$ cat src/rtl/mem_port_arbiter.sv
// mem_port_arbiter: shares one single-port synchronous memory between an IF read port and a DM load/store port
//  in : clk, rst (async, active-high), if_req/if_addr, dm_req/dm_we/dm_addr/dm_wdata/dm_be, mem_rdata
//  out: if_rdata/if_ready, dm_rdata/dm_ready, mem_en/mem_we/mem_addr/mem_wdata/mem_be, busy
//  DM wins arbitration unless IF has been passed over STARVE_MAX times in a row; each access holds
//  the memory for MEM_LAT cycles, then the owner gets a one-cycle ready pulse.
module mem_port_arbiter #(
  parameter int ADDR_W     = 32,
  parameter int DATA_W     = 32,
  parameter int MEM_LAT    = 2,
  parameter int STARVE_MAX = 4
) (
  input  logic                  clk,
  input  logic                  rst,
  input  logic                  if_req,
  input  logic [ADDR_W-1:0]     if_addr,
  output logic [DATA_W-1:0]     if_rdata,
  output logic                  if_ready,
  input  logic                  dm_req,
  input  logic                  dm_we,
  input  logic [ADDR_W-1:0]     dm_addr,
  input  logic [DATA_W-1:0]     dm_wdata,
  input  logic [DATA_W/8-1:0]   dm_be,
  output logic [DATA_W-1:0]     dm_rdata,
  output logic                  dm_ready,
  output logic                  mem_en,
  output logic                  mem_we,
  output logic [ADDR_W-1:0]     mem_addr,
  output logic [DATA_W-1:0]     mem_wdata,
  output logic [DATA_W/8-1:0]   mem_be,
  input  logic [DATA_W-1:0]     mem_rdata,
  output logic                  busy
);
  localparam int BW = DATA_W / 8;
  localparam int CW = $clog2(MEM_LAT + 1);
  localparam int SW = $clog2(STARVE_MAX + 1);
  localparam logic [1:0] IDLE = 2'd0;
  localparam logic [1:0] BUSY = 2'd1;
  localparam logic [1:0] RESP = 2'd2;
  logic [1:0]        state_q, state_d;
  logic [CW-1:0]     cnt_q, cnt_d;
  logic [SW-1:0]     starve_q, starve_d;
  logic              owner_q, owner_d;
  logic              we_q, we_d;
  logic [ADDR_W-1:0] addr_q, addr_d;
  logic [DATA_W-1:0] wdata_q, wdata_d;
  logic [BW-1:0]     be_q, be_d;
  logic [DATA_W-1:0] if_rdata_q, if_rdata_d;
  logic [DATA_W-1:0] dm_rdata_q, dm_rdata_d;
  logic              take, pick_dm, in_busy, last, starved;
  always_comb begin
    in_busy    = state_q == BUSY;
    last       = in_busy && cnt_q == '0;
    take       = state_q == IDLE && (if_req || dm_req);
    starved    = if_req && starve_q == SW'(STARVE_MAX);
    pick_dm    = dm_req && !starved;
    state_d    = take ? BUSY : in_busy ? (last ? RESP : BUSY) : IDLE;
    cnt_d      = take ? CW'(MEM_LAT - 1) : (in_busy && !last) ? cnt_q - 1'b1 : cnt_q;
    owner_d    = take ? pick_dm : owner_q;
    we_d       = take ? pick_dm && dm_we : we_q;
    addr_d     = take ? (pick_dm ? dm_addr : if_addr) : addr_q;
    wdata_d    = take ? (pick_dm ? dm_wdata : '0) : wdata_q;
    be_d       = take ? (pick_dm ? dm_be : '0) : be_q;
    // Passing over a waiting IF counts toward starvation; anything else clears it.
    starve_d   = !take ? starve_q : (pick_dm && if_req) ? (starved ? starve_q : starve_q + 1'b1) : '0;
    if_rdata_d = (last && !owner_q) ? mem_rdata : if_rdata_q;
    dm_rdata_d = (last && owner_q && !we_q) ? mem_rdata : dm_rdata_q;
  end
  always_ff @(posedge clk or posedge rst) begin
    if (rst) begin
      state_q    <= IDLE;
      cnt_q      <= '0;
      starve_q   <= '0;
      owner_q    <= 1'b0;
      we_q       <= 1'b0;
      addr_q     <= '0;
      wdata_q    <= '0;
      be_q       <= '0;
      if_rdata_q <= '0;
      dm_rdata_q <= '0;
    end else begin
      state_q    <= state_d;
      cnt_q      <= cnt_d;
      starve_q   <= starve_d;
      owner_q    <= owner_d;
      we_q       <= we_d;
      addr_q     <= addr_d;
      wdata_q    <= wdata_d;
      be_q       <= be_d;
      if_rdata_q <= if_rdata_d;
      dm_rdata_q <= dm_rdata_d;
    end
  end
  // Enables decode straight from state so an async reset drops them immediately.
  assign mem_en    = state_q == BUSY;
  assign mem_we    = mem_en && we_q;
  assign mem_addr  = addr_q;
  assign mem_wdata = wdata_q;
  assign mem_be    = be_q;
  assign if_ready  = state_q == RESP && !owner_q;
  assign dm_ready  = state_q == RESP && owner_q;
  assign if_rdata  = if_rdata_q;
  assign dm_rdata  = dm_rdata_q;
  assign busy      = state_q != IDLE;
endmodule

$ cat config.mk
export PLATFORM = sky130hd
export DESIGN_NAME = mem_port_arbiter
export DESIGN_NICKNAME = d
export VERILOG_FILES = /design/src/rtl/mem_port_arbiter.sv
export SDC_FILE = /design/constraint.sdc
export NUM_CORES = 1
export LEC_CHECK = 0
export CAP_MARGIN = 20
export CORE_MARGIN = 3
export CORE_UTILIZATION = 45
export DETAILED_ROUTE_END_ITERATION = 7
export PLACE_DENSITY = 0.86
export RECOVER_POWER = 50
export SYNTH_ARGS = -nofsm -noshare
export SYNTH_HDL_FRONTEND = slang
export SYNTH_SLANG_ARGS = --single-unit
$ cat constraint.sdc
create_clock -name clk -period 8.1 [get_ports clk]
set_input_delay 0.81 -clock clk [delete_from_list [all_inputs] [get_ports clk]]
set_output_delay 0.81 -clock clk [all_outputs]
set_load 0.02 [all_outputs]
==> results.json, run 1 <==
{
  "arrival_ps": 3880,
  "grt_max_degree": 87,
  "power.share.clock": 0.201,
  "rsz0062_at_grt": "no",
  "slew_violations": 200,
  "placed_area_sq_mm": 0.008825,
  "finalPower_mw": 4.035,
  "pre_cts_ws_ps": 4533,
  "tightest_slew_ps": 2613,
  "io_pins": 274,
  "status": "finished with violations",
  "synthCells": 449,
  "gp_congestion": 0.8595,
  "post-route-period-util": 0.4566,
  "p_seq_frac": 0.309,
  "ys_types": 35,
  "netlist.area_leader.share": 0.5839,
  "cts.clk_slew.worst_paths_ps": 60,
  "vias_per_cell": 5.397,
  "cts_resized": 0,
  "maxSlewHeadroom": -0.7429,
  "n_antenna_cell": 0,
  "grt_busiest_layer": "met2",
  "switching_share": 0.3701,
  "die_y_um": 121.9,
  "numPortBuffers": 273,
  "cts_buffer_depth": 2,
  "synth_warnings": 0,
  "stdcell_count": 895,
  "clk_latency_ps": 410,
  "grt_pass1_wl_um": 26230,
  "fin_area_sq_mm": 0.009468,
  "cts-root-buf": "clkbuf_16",
  "syn_area_sq_mm": 0.006043,
  "setup_ws_ps": 4402,
  "ant_nets": 0,
  "p_int_mw": 2.542,
  "required_ps": 8280,
  "postCtsSetupRepairBufs": 0,
  "placementRows": 41,
  "violations": "capacitance limit, slew limit",
  "cts_tree": "built",
  "synth-seq-area-share": 0.5839,
  "die-width_um": 121.9,
  "holdWs_ps": 485.9,
  "fin_tns_setup_ps": 0,
  "vias": 4830,
  "post_route_cells_drive_above_1_share": 0.1798,
  "setup_viol": 0,
  "hold_class": "flip-flop to flip-flop",
  "fin_crit_ps": 3698,
  "grt.met2_usage": 0.3743,
  "grtUsageMet1": 0.2745,
  "cts_sinks": 141,
  "combPwrFrac": 0.491,
  "cts_inserted_buffers": 17,
  "die_area_sq_mm": 0.01486,
  "grt_antenna_before_repair": 0,
  "worstSetupEndpointType": "flip-flop",
  "switching_power_mw": 1.494,
  "syn_nets": 589,
  "fmax_mhz": 270.4,
  "skew_ps": 14.90,
  "synth_area_leaders": "dfrtp_1, mux2_2, o221ai_2, a22o_1, nand4_1",
  "wl_um": 16610,
  "syn2layout_area_growth_pct": 56.67,
  "cap_violations": 5,
  "power_density_mw_per_mm2": 426.2,
  "worstSetupStartpointType": "input port",
  "grt-ovfl-total": 0,
  "grt_usage": 0.2239,
  "ir_worst_vdd_mv": 0.1892,
  "synth_top_area_cell": "dfrtp_1",
  "drt_iter0_drc": 288,
  "initial_core_util": 0.4693,
  "post-place-cells": 861,
  "dp_hpwl_um": 11430,
  "total_leakage_power_nw": 3.959,
  "coreArea_sq_mm": 0.01288,
  "first_pass_iters": 5,
  "hold_buffers": 0,
  "grt_use_met3": 0.05896,
  "hold_viol": 0,
  "avgRoutedWirePerCell_um": 18.56,
  "cp_max_fo": 34,
  "drc": 0,
  "final_nets": 850,
  "synth-seq-cells": 141,
  "syn_avg_cell_area_sq_um": 13.46,
  "grt_pass1_vias": 5039,
  "crit_type": "input port to flip-flop",
  "htreeDepth": 4,
  "fin_util": 0.7353
}
==> synth_stat cells <==
cell,instances
and3_1,1
mux2_1,10
dfrtp_1,141
xnor2_1,1
nor3b_2,1
nor3b_1,1
inv_1,39
and2_1,2
nor2_2,2
nor2b_1,3
buf_1,1
o221ai_2,29
a211oi_2,1
buf_6,8
and2_4,1
buf_4,1
nand3_1,33
a21o_1,1
a21oi_1,1
or2_2,1
mux2_2,54
o221ai_1,3
and3b_1,1
nand3b_4,1
a32o_1,2
nor3b_4,1
a22o_1,37
or2_1,1
nand2_1,2
nor2_1,1
clkbuf_1,15
a31o_2,2
nand4_1,32
buf_2,16
ha_1,3
==> flip-flops by register name (all words and copies together), names as in the netlist <==
signal	count
starve_q	3
if_rdata	32
cnt_q	2
we_q	1
owner_q	1
state_q	2
dm_rdata	32
mem_wdata	32
mem_be	4
mem_addr	32
==> layout make-up <==
type / instances / area (sq um)
flip-flops and latches: 141 / 3528
fillers: 854 / 3408
repair buffers: 283 / 2833
multi-input cells: 228 / 2122
clock buffers: 19 / 442.9
well taps: 172 / 215.2
clock inverters: 13 / 178.9
inverters: 39 / 147.6
==> logic make-up after synthesis <==
family,count (synthesis),synth area share
muxes,64,0.1193
and+or+nand+nor,84,0.08530
adders and majority gates,3,0.006212
AOI/OAI and AO/OA,76,0.1404
xor gates and xnor gates,1,0.001450
buffers and inverters,80,0.06356
DFF,141,0.5839
==> placed cells by master (no fill, tap or decap), types with 2 or more instances in the layout <==
master           instances
nand3_1                 33
o221ai_2                29
inv_6                    4
clkbuf_1                 5
mux2_1                  10
a22o_1                  37
nand2_1                  2
nand4_1                 32
o221ai_1                 3
dlygate4sd3_1            2
buf_4                    4
bufinv_16                3
mux2_2                  54
ha_1                     3
inv_1                   38
a32o_1                   2
dfrtp_1                141
clkdlybuf4s50_1        271
nor2b_1                  3
clkbuf_16               17
a31o_2                   2
clkinv_4                 4
buf_16                   2
==> power by group through the flow <==
stage                     Clock [mW]  Sequential (mW)  Combinational, mW
after floorplan                    0             1.61              0.754
after global placement             0             1.23               1.94
after detailed placement           0             1.25               1.99
after CTS                      0.828             1.25               2.00
after global routing           0.856             1.28               2.11
final                          0.810             1.25               1.98
==> worst max-delay path, cell delays in order <==
cell	delay, ps
clkdlybuf4s50_1	680
or2_1	190
and2_0	1910
o221ai_1	270
==> final timing paths <==
path,from,to,slack [ps],cells past startpoint
worst max-delay path,dm_req,mem_addr[29],4400,4
worst min-delay path,dm_rdata[4],dm_rdata[4],490,1
worst max register to register,state_q[0],mem_addr[29],4460,4
worst min register to register,dm_rdata[4],dm_rdata[4],490,1
max in group asynchronous,rst,dm_rdata[11],4730,4
min in group asynchronous,rst,if_rdata[4],1520,2
==> layer usage <==
| metal | share of wire | vias to the layer above | wire, um |
|---|---|---|---|
| met3 | 0.081 | 40 | 1348 |
| li1 | - | 2181 | - |
| met2 | 0.50 | 241 | 8384 |
| met4 | 0.032 | 0 | 534 |
| met1 | 0.38 | 2368 | 6346 |
| met5 | 0 | - | 0 |
No activity file was read; power rests on OpenSTA's default activity.
==> run 2: changes to the inputs <==
--- a/config.mk
+++ b/config.mk
@@ -7,9 +7,9 @@
 export LEC_CHECK = 0
 export CAP_MARGIN = 20
 export CORE_MARGIN = 3
-export CORE_UTILIZATION = 45
+export CORE_UTILIZATION = 38
 export DETAILED_ROUTE_END_ITERATION = 7
-export PLACE_DENSITY = 0.86
+export PLACE_DENSITY = 0.77
 export RECOVER_POWER = 50
 export SYNTH_ARGS = -nofsm -noshare
 export SYNTH_HDL_FRONTEND = slang
==> constraint.sdc (replaced) <==
create_clock -name clk -period 2.95 [get_ports clk]
set_input_delay 0.295 -clock clk [delete_from_list [all_inputs] [get_ports clk]]
set_output_delay 0.295 -clock clk [all_outputs]
set_load 0.02 [all_outputs]
==> run 2 against run 1 <==
The run still ends with capacitance limit, slew limit left. Flip-flop and latch count stayed put. Worst hold slack lost 10 ps. Cell area hardly changed. Clock skew is 0.54 ps lower. Sequential share of layout area hardly changed. Clock power rose to 2.5 times the previous value. Die area rose by 17%. Largest cell class unchanged. Largest power group unchanged.
==> results.json, run 2 (same netlist as run 1, synthesis figures left out) <==
{
  "status": "finished with violations",
  "violations": "capacitance limit, slew limit",
  "whs_path_depth": 1,
  "cts_resized": 0,
  "skew_ps": 14.37,
  "cap_violations": 1,
  "rrSetupSlack_ps": 950,
  "worstSetupEndpointType": "output pin",
  "layout_commonest_cell": "clkdlybuf4s50_1",
  "required_ps": 2650,
  "syn2layout_area_growth_pct": 56.77,
  "worstSetupStartpointType": "flip-flop",
  "ir_worst_vdd_mv": 0.5553,
  "grt_max_degree": 142,
  "rr_worst_depth": 4,
  "r2r-end": "mem_wdata[10]",
  "cp_max_fo": 18,
  "final_nets": 852,
  "cp_slowest_cell": "clkdlybuf4s50_1",
  "hold_end": "dm_rdata[8]",
  "cts_buffer_depth": 2,
  "ant_nets": 0,
  "gp_congestion": 0.8293,
  "drc": 0,
  "total_leakage_power_nw": 4.009,
  "vias": 4792,
  "fmax_mhz": 451.7,
  "hold_viol": 0,
  "grt_pass1_wl_um": 27890,
  "n_antenna_cell": 0,
  "cts.clk_slew.worst_paths_ps": 50,
  "clk_latency_ps": 410,
  "first_pass_iters": 5,
  "grt-ovfl-total": 0,
  "p_seq_frac": 0.317,
  "critical_path_buf_inv_count": 2,
  "crit_type": "flip-flop to output pin",
  "power_density_mw_per_mm2": 1131,
  "setup_viol": 0,
  "hold_class": "flip-flop to flip-flop",
  "switching_power_mw": 4.042,
  "switching_share": 0.3771,
  "combPwrFrac": 0.493,
  "layout_common_cells": "clkdlybuf4s50_1, dfrtp_1, dlygate4sd3_1",
  "grt_antenna_before_repair": 0,
  "io_pins": 274,
  "avgRoutedWirePerCell_um": 18.19,
  "fin_crit_ps": 2214,
  "r2r_start": "state_q[0]",
  "postCtsSetupRepairBufs": 0,
  "power.share.clock": 0.190,
  "worst_path_largest_cell_delay_ps": 550,
  "hold_buffers": 0,
  "grt_usage": 0.1978,
  "vias_per_cell": 5.125,
  "rsz0062_at_grt": "no",
  "htreeDepth": 4,
  "post_route_cells_drive_above_1_share": 0.1892,
  "tightest_slew_ps": 1895,
  "cts_tree": "built",
  "fin_tns_setup_ps": 0,
  "die_y_um": 132.1,
  "path_cells": "nor2_4 > inv_1 > clkdlybuf4s50_1",
  "initial_core_util": 0.3932,
  "numPortBuffers": 273,
  "holdWs_ps": 475.7,
  "die-width_um": 132.1,
  "p_int_mw": 6.676,
  "arrival_ps": 1920,
  "cts_inserted_buffers": 17,
  "wl_um": 17010,
  "post-route-period-util": 0.7504,
  "slew_violations": 142,
  "coreArea_sq_mm": 0.01537,
  "maxSlewHeadroom": -0.2635,
  "min_from": "dm_rdata[8]",
  "dp_hpwl_um": 12090,
  "placementRows": 45,
  "cp_top_family": "buffers and inverters",
  "die_area_sq_mm": 0.01745,
  "cts_sinks": 141,
  "cts-root-buf": "clkbuf_16",
  "grt_pass1_vias": 5197,
  "drt_iter0_drc": 263
}
==> run 2: area by class of cell <==
cell class / instances / area, sq um
Fill cell: 1191 / 5897
Sequential cell: 141 / 3528
Timing Repair Buffer: 285 / 2833
Multi-Input combinational cell: 228 / 2125
Clock buffer: 20 / 466.7
Tap cell: 211 / 264.0
Inverter: 39 / 150.1
Clock inverter: 11 / 107.6
==> run 2: how the worst max path moves through the flow <==
stage,from,end,slack [ps],cells past startpoint
global placement,dm_req,mem_addr[29],740,5
CTS,state_q[0],busy,660,3
floorplan,rst,cnt_q[0],890,1
global route,rst,dm_rdata[11],400,3
detailed placement,dm_req,mem_addr[28],700,5
finish,state_q[0],busy,740,3
==> run 2: worst reg2reg max path, delay by kind of cell (launching register included) <==
kind	cells	cell delay (ps)
AOI/OAI and AO/OA	1	440
buffers and inverters	1	500
DFF	1	450
and+or+nand+nor	2	510
==> run 2: routing by layer <==
metal  global-route usage  vias to the layer above  routed length, um
li1                     -                     2186                  -
met1               0.2381                     2366               6777
met2               0.3438                      216               8835
met3              0.05420                       24               1091
met4              0.06534                        0                301
met5                    0                        -                  0
==> run 2: stage by stage <==
step / std cells / utilization / power [mW] / area (sq um) / worst slack, ps
floorplan: 449 / - / 6.494 / 6047 / 891.9
global placement: 904 / 0.5808 / 8.769 / 8927 / 739.0
detailed placement: 904 / 0.5808 / 8.948 / 8927 / 698.3
CTS: 935 / 0.6182 / 11.04 / 9502 / 663.5
global route: 935 / 0.6164 / 11.33 / 9474 / 398.7
finish: 935 / 0.6164 / 10.72 / 9474 / 736.2
==> run 2: power groups by stage <==
| stage | clock network [mW] | registers (mW) | logic [mW] |
|---|---|---|---|
| floorplan | 0 | 4.42 | 2.07 |
| global placement | 0 | 3.39 | 5.38 |
| detailed placement | 0 | 3.44 | 5.51 |
| CTS | 2.09 | 3.42 | 5.53 |
| global route | 2.18 | 3.51 | 5.64 |
| finish | 2.04 | 3.39 | 5.29 |
